`config.mk`:
```
export PLATFORM = sky130hd
export DESIGN_NAME = apb_xbar_target_port
export DESIGN_NICKNAME = d
export VERILOG_FILES = /design/src/rtl/apb_xbar_pkg.sv /design/src/rtl/rr_arbiter.sv /design/src/rtl/apb_xbar_target_port.sv
export SDC_FILE = /design/constraint.sdc
export NUM_CORES = 1
export LEC_CHECK = 0
export ABC_AREA = 1
export CAP_MARGIN = 10
export CORE_AREA = 2 2 177 179
export CTS_CLUSTER_DIAMETER = 50
export DETAILED_ROUTE_END_ITERATION = 16
export DIE_AREA = 0 0 179 181
export GPL_TIMING_DRIVEN = 0
export PLACE_DENSITY_LB_ADDON = 0.15
export SLEW_MARGIN = 20
export SYNTH_ARGS = -nofsm -noshare
export SYNTH_HDL_FRONTEND = slang
export SYNTH_SLANG_ARGS = --single-unit
```
`constraint.sdc`:
```
create_clock -name pclk -period 2.8 [get_ports pclk]
set_input_delay 0.7 -clock pclk [delete_from_list [all_inputs] [get_ports pclk]]
set_output_delay 0.7 -clock pclk [all_outputs]
set_load 0.05 [all_outputs]
```
`src/rtl/apb_xbar_pkg.sv`:
```
// Shared types and default widths for the APB crossbar completer-side port.
package apb_xbar_pkg;

   typedef enum logic [1:0] {
      StIdle,
      StSetup,
      StAccess,
      StResp
   } state_e;

   localparam int unsigned DefNumReq  = 3;
   localparam int unsigned DefAddrW   = 60;
   localparam int unsigned DefDataW   = 32;
   localparam int unsigned DefTimeout = 16;

endpackage

```
`src/rtl/rr_arbiter.sv`:
```
// Combinational round-robin arbiter: searches upward from the requester after last_grant.
module rr_arbiter #(
   parameter int unsigned N    = 3,
   parameter int unsigned IdxW = $clog2(N)
) (
   input  logic [N-1:0]    req,
   input  logic [IdxW-1:0] last_grant,
   output logic [N-1:0]    grant,
   output logic [IdxW-1:0] grant_idx,
   output logic            any
);

   always_comb begin
      int unsigned j;
      grant     = '0;
      grant_idx = '0;
      any       = 1'b0;
      j         = 0;
      for (int unsigned i = 1; i <= N; i++) begin
         // last_grant never exceeds N-1, so one subtraction wraps correctly
         j = int'(last_grant) + i;
         if (j >= N) j = j - N;
         if (!any && req[j]) begin
            any       = 1'b1;
            grant_idx = IdxW'(j);
            grant[j]  = 1'b1;
         end
      end
   end

endmodule

```
`src/rtl/apb_xbar_target_port.sv`:
```
// Completer-side crossbar port: round-robin arbitration, APB SETUP/ACCESS sequencing,
// single-cycle response pulse and a pready watchdog.
module apb_xbar_target_port
   import apb_xbar_pkg::*;
#(
   parameter int unsigned NUM_REQ = DefNumReq,
   parameter int unsigned ADDR_W  = DefAddrW,
   parameter int unsigned DATA_W  = DefDataW,
   parameter int unsigned TIMEOUT = DefTimeout
) (
   input  logic                      pclk,
   input  logic                      preset,
   input  logic [NUM_REQ-1:0]        req_valid,
   input  logic [NUM_REQ-1:0]        req_write,
   input  logic [NUM_REQ*ADDR_W-1:0] req_addr,
   input  logic [NUM_REQ*DATA_W-1:0] req_wdata,
   output logic [NUM_REQ-1:0]        resp_valid,
   output logic [DATA_W-1:0]         resp_rdata,
   output logic                      resp_err,
   output logic                      busy,
   output logic                      psel,
   output logic                      penable,
   output logic                      pwrite,
   output logic [ADDR_W-1:0]         paddr,
   output logic [DATA_W-1:0]         pwdata,
   input  logic [DATA_W-1:0]         prdata,
   input  logic                      pready,
   input  logic                      pslverr
);

   localparam int unsigned IdxW = $clog2(NUM_REQ);
   localparam int unsigned CntW = $clog2(TIMEOUT + 1);

   state_e              state_q, state_d;
   logic [IdxW-1:0]     last_grant_q;
   logic [NUM_REQ-1:0]  grant_oh_q;
   logic                write_q;
   logic [ADDR_W-1:0]   addr_q;
   logic [DATA_W-1:0]   wdata_q;
   logic [DATA_W-1:0]   rdata_q;
   logic                err_q;
   logic [CntW-1:0]     cnt_q;

   logic [NUM_REQ-1:0]  arb_grant;
   logic [IdxW-1:0]     arb_idx;
   logic                arb_any;
   logic                timeout_hit;

   rr_arbiter #(
      .N    (NUM_REQ),
      .IdxW (IdxW)
   ) u_arb (
      .req        (req_valid),
      .last_grant (last_grant_q),
      .grant      (arb_grant),
      .grant_idx  (arb_idx),
      .any        (arb_any)
   );

   // Final ACCESS cycle allowed without pready
   assign timeout_hit = (cnt_q == CntW'(TIMEOUT - 1));

   always_ff @(posedge pclk) begin
      if (preset) state_q <= StIdle;
      else        state_q <= state_d;
   end

   always_comb begin
      state_d = state_q;
      case (state_q)
         StIdle:   if (arb_any) state_d = StSetup;
         StSetup:  state_d = StAccess;
         StAccess: if (pready || timeout_hit) state_d = StResp;
         StResp:   state_d = StIdle;
         default:  state_d = StIdle;
      endcase
   end

   always_comb begin
      psel       = 1'b0;
      penable    = 1'b0;
      resp_valid = '0;
      case (state_q)
         StSetup:  psel = 1'b1;
         StAccess: begin
            psel    = 1'b1;
            penable = 1'b1;
         end
         StResp:   resp_valid = grant_oh_q;
         default:  ;
      endcase
   end

   assign busy       = (state_q != StIdle);
   assign pwrite     = write_q;
   assign paddr      = addr_q;
   assign pwdata     = wdata_q;
   assign resp_rdata = rdata_q;
   assign resp_err   = err_q;

   always_ff @(posedge pclk) begin
      if (preset) begin
         last_grant_q <= IdxW'(NUM_REQ - 1);
         grant_oh_q   <= '0;
         write_q      <= 1'b0;
         addr_q       <= '0;
         wdata_q      <= '0;
         rdata_q      <= '0;
         err_q        <= 1'b0;
         cnt_q        <= '0;
      end else begin
         case (state_q)
            StIdle: begin
               cnt_q <= '0;
               if (arb_any) begin
                  last_grant_q <= arb_idx;
                  grant_oh_q   <= arb_grant;
                  write_q      <= req_write[arb_idx];
                  addr_q       <= req_addr[ADDR_W*arb_idx +: ADDR_W];
                  wdata_q      <= req_wdata[DATA_W*arb_idx +: DATA_W];
               end
            end
            StAccess: begin
               if (pready) begin
                  rdata_q <= write_q ? '0 : prdata;
                  err_q   <= pslverr;
               end else if (timeout_hit) begin
                  rdata_q <= '0;
                  err_q   <= 1'b1;
               end else begin
                  cnt_q <= cnt_q + 1'b1;
               end
            end
            default: ;
         endcase
      end
   end

endmodule

```
==> summary.txt <==
Detailed routing
  – Via count: 10440
  – Post-route DRC: 0
  – Vias/cell: 4.41
  – Number of routed nets with antenna violations: 0
  – Routed len/inst: 15.6 um
  – Initial drt markers: 385
  – DR pass1 iterations: 5
  – Drt total wl: 37.0 mm

Power
  – Total power: 17.5 mW
  – Power Density: 1230 mW/mm^2
  – Max IR drop VDD: 0.538 mV
  – Leak pwr: 6.27 nW

Setup path
  – CP Capture Type: output pin
  – WP data required: 2.10 ns
  – Critical path class: flip-flop to output pin
  – Startpoint Class: flip-flop
  – Critical Path Fanout Max: 4
  – Worst R2R Start: last_grant_q[1]
  – End point of the critical path: penable
  – Path depth of the worst reg2reg path: 16
  – Worst setup path start: state_q[0]
  – CP arrival: 1.98 ns
  – Reg-to-reg slack, setup: 0.17 ns
  – RR Endpoint: paddr[35]

Synth
  – Sequential area share after synthesis: 32.1%
  – Post-synth top area cell: dfxtp_1
  – Post-synthesis cell count: 1491
  – Cell variety after synth: 27
  – Synth Cell Area: 0.00861 mm^2
  – Synth warn: 0
  – Synth top area share: 32.1%
  – Syn nets: 1819
  – Syn avg cell area: 5.77 um^2
  – Yosys reg bits: 138
  – Top cells by area, synth: dfxtp_1 (32%), inv_1 (13%), nand2_1 (13%)

STA
  – Fraction of the cycle the final worst path needs: 95.8%
  – Max-slew violation count: 0
  – Final Skew: 0.0181 ns
  – Setup TNS: 0 ns
  – Finish-stage setup viols: 0
  – Tmin final: 2.68 ns
  – Peak Freq: 0.373 GHz
  – Relative slew slack: 41.4%
  – RSZ-0062 raised after global routing: false
  – Final Hold Fails: 0
  – Slew @ Worst Pin: 0.879 ns

Final layout
  – Fraction of layout cells with a size suffix above 1: 6.09%
  – Non-Filler Instances: 2370
  – Nets: 2287
  – Syn-to-layout area delta: 65.8%

Die
  – Die width: 179 um
  – Die height: 181 um
  – Starting density of the core: 28.4%
  – Io pins: 450
  – Die area: 0.0324 mm^2
  – # rows: 64
  – Core area: 0.0303 mm^2

Clock tree
  – Cts bufs inserted: 17
  – CTS Sinks: 138
  – Root Buffer: clkbuf_16
  – CTS tree: built
  – Htree depth: 4
  – Clock latency on the worst-skew pair: 0.42 ns
  – Hold_buf cts: 0
  – Longest Clk Path Bufs: 2
  – CTS clk-pin slew, worst paths: 0.07 ns

Job
  – Max-cap viol count: 0

Global route
  – First-pass GRT wire length: 55.9 mm
  – Largest net degree at the start of global routing: 18
  – Number of global-route vias before repair: 10111
  – Initial antenna violation count: 3
  – Gr usage total: 22.4%
  – GR Overflow Total: 0

Placed design
  – Cells after DPL: 2336
  – Hpwl dp: 29.0 mm
  – Gpl congestion: 0.923
  – IO buf count: 449

Run status
  – Status: finished clean

Worst hold path
  – Worst Hold Class: flip-flop to flip-flop
## report_power, final
group | leakage [nW] | internal, mW | total, mW | switching [mW]
registers | 1.13 | 2.48 | 2.74 | 0.253
clock network | 0.283 | 1.20 | 2.28 | 1.08
logic | 4.85 | 4.29 | 12.5 | 8.23
## cell families (layout without fill, tap and decap cells)
family / after synthesis / count (layout) / share of synthesized area [%]
AOI/OAI and AO/OA: 152 / 152 / 9.04
adders and majority gates: 10 / 10 / 1.45
other: 0 / 2 / 0
DFF: 138 / 138 / 32.1
and+or+nand+nor: 790 / 790 / 38.1
buffers and inverters: 401 / 882 / 19.3
## per-layer routing
layer  track usage [%]  up-vias  share of wire, %
met5                 0        -             0.035
met4              6.80        2               2.4
met3              6.57       42               8.5
met2              39.6      335                49
met1              25.7     4646                40
li1                  -     5415                 -
## registers in the layout, indices dropped and copies added (netlist names)
name,flops
last_grant_q,2
cnt_q,5
state_q,2
pwrite,1
resp_rdata,32
pwdata,32
resp_err,1
paddr,60
grant_oh_q,3
## how the worst min path moves through the flow
stage	startpoint	slack (ns)	cells after the start	endpoint
finish	resp_rdata[18]	0.46	2	resp_rdata[18]
global route	resp_rdata[13]	0.48	2	resp_rdata[13]
CTS	resp_rdata[21]	0.46	2	resp_rdata[21]
detailed placement	resp_rdata[10]	0.45	2	resp_rdata[10]
global placement	resp_rdata[14]	0.45	2	resp_rdata[14]
floorplan	cnt_q[4]	0.44	2	cnt_q[4]
## cells in the final DEF, fill, tap and decap left out, types with 2 or more instances in the layout
cell type | netlist | routed
nand2_1 | 290 | 288
clkdlybuf4s50_1 | 0 | 448
nand3_2 | 1 | 2
o21ai_0 | 11 | 11
diode_2 | 0 | 2
inv_8 | 0 | 5
buf_4 | 13 | 13
dfxtp_1 | 138 | 137
clkbuf_2 | 0 | 6
nor2_4 | 2 | 3
a21oi_1 | 136 | 136
inv_1 | 304 | 304
nand2_4 | 2 | 2
buf_6 | 8 | 11
ha_1 | 10 | 10
clkbuf_16 | 0 | 17
clkinvlp_4 | 0 | 2
clkinv_8 | 0 | 3
inv_6 | 0 | 5
nand2_2 | 5 | 7
buf_1 | 6 | 2
buf_2 | 35 | 23
nor2_1 | 290 | 290
clkbuf_1 | 30 | 26
nand3_1 | 195 | 194
clkbuf_4 | 0 | 10
inv_2 | 5 | 5
## per-stage QoR
step / worst slack (ns) / hold WS [ns] / util, % / area (um^2)
after floorplan: 0.497 / 0.439 / - / 8610
after global routing: 0.00268 / 0.484 / 47.0 / 14300
after global placement: -0.278 / 0.448 / 44.8 / 13600
after CTS: 0.00228 / 0.463 / 46.8 / 14200
final: 0.118 / 0.462 / 47.0 / 14300
after detailed placement: -0.319 / 0.453 / 44.8 / 13600
## Yosys cell counts, drive strengths merged
cell type and number:
a211oi 1, a31oi 1, inv 309, buf 62
o21ai 11, nand3 196, a21oi 136, nand2 297
nor3 1, a22oi 1, ha 10, nor2 295
o211a 1, clkbuf 30, o221a 1, or2 1
dfxtp 138
## worst max-delay path: stages (launching register included)
cell and delay (ns):
dfxtp_1 0.31, inv_1 0.10, ha_1 0.28, clkdlybuf4s50_1 0.88
## cell type report
type / instances / area, um^2
multi-input cells: 952 / 4200
plain buffers: 92 / 562
flip-flops and latches: 138 / 2770
fillers: 3219 / 16100
inverters: 309 / 1160
diodes: 2 / 5.00
clock buffers: 17 / 425
well taps: 396 / 495
clock inverters: 15 / 164
repair buffers: 449 / 4490
## what timing repair did
action | 4_1_cts | 5_1_grt
setup buffers | 0 | 0
gates resized for setup | 11 | 25
setup endpoints to repair | 74 | 90
Note: power is estimated with default switching activity, not from simulation.
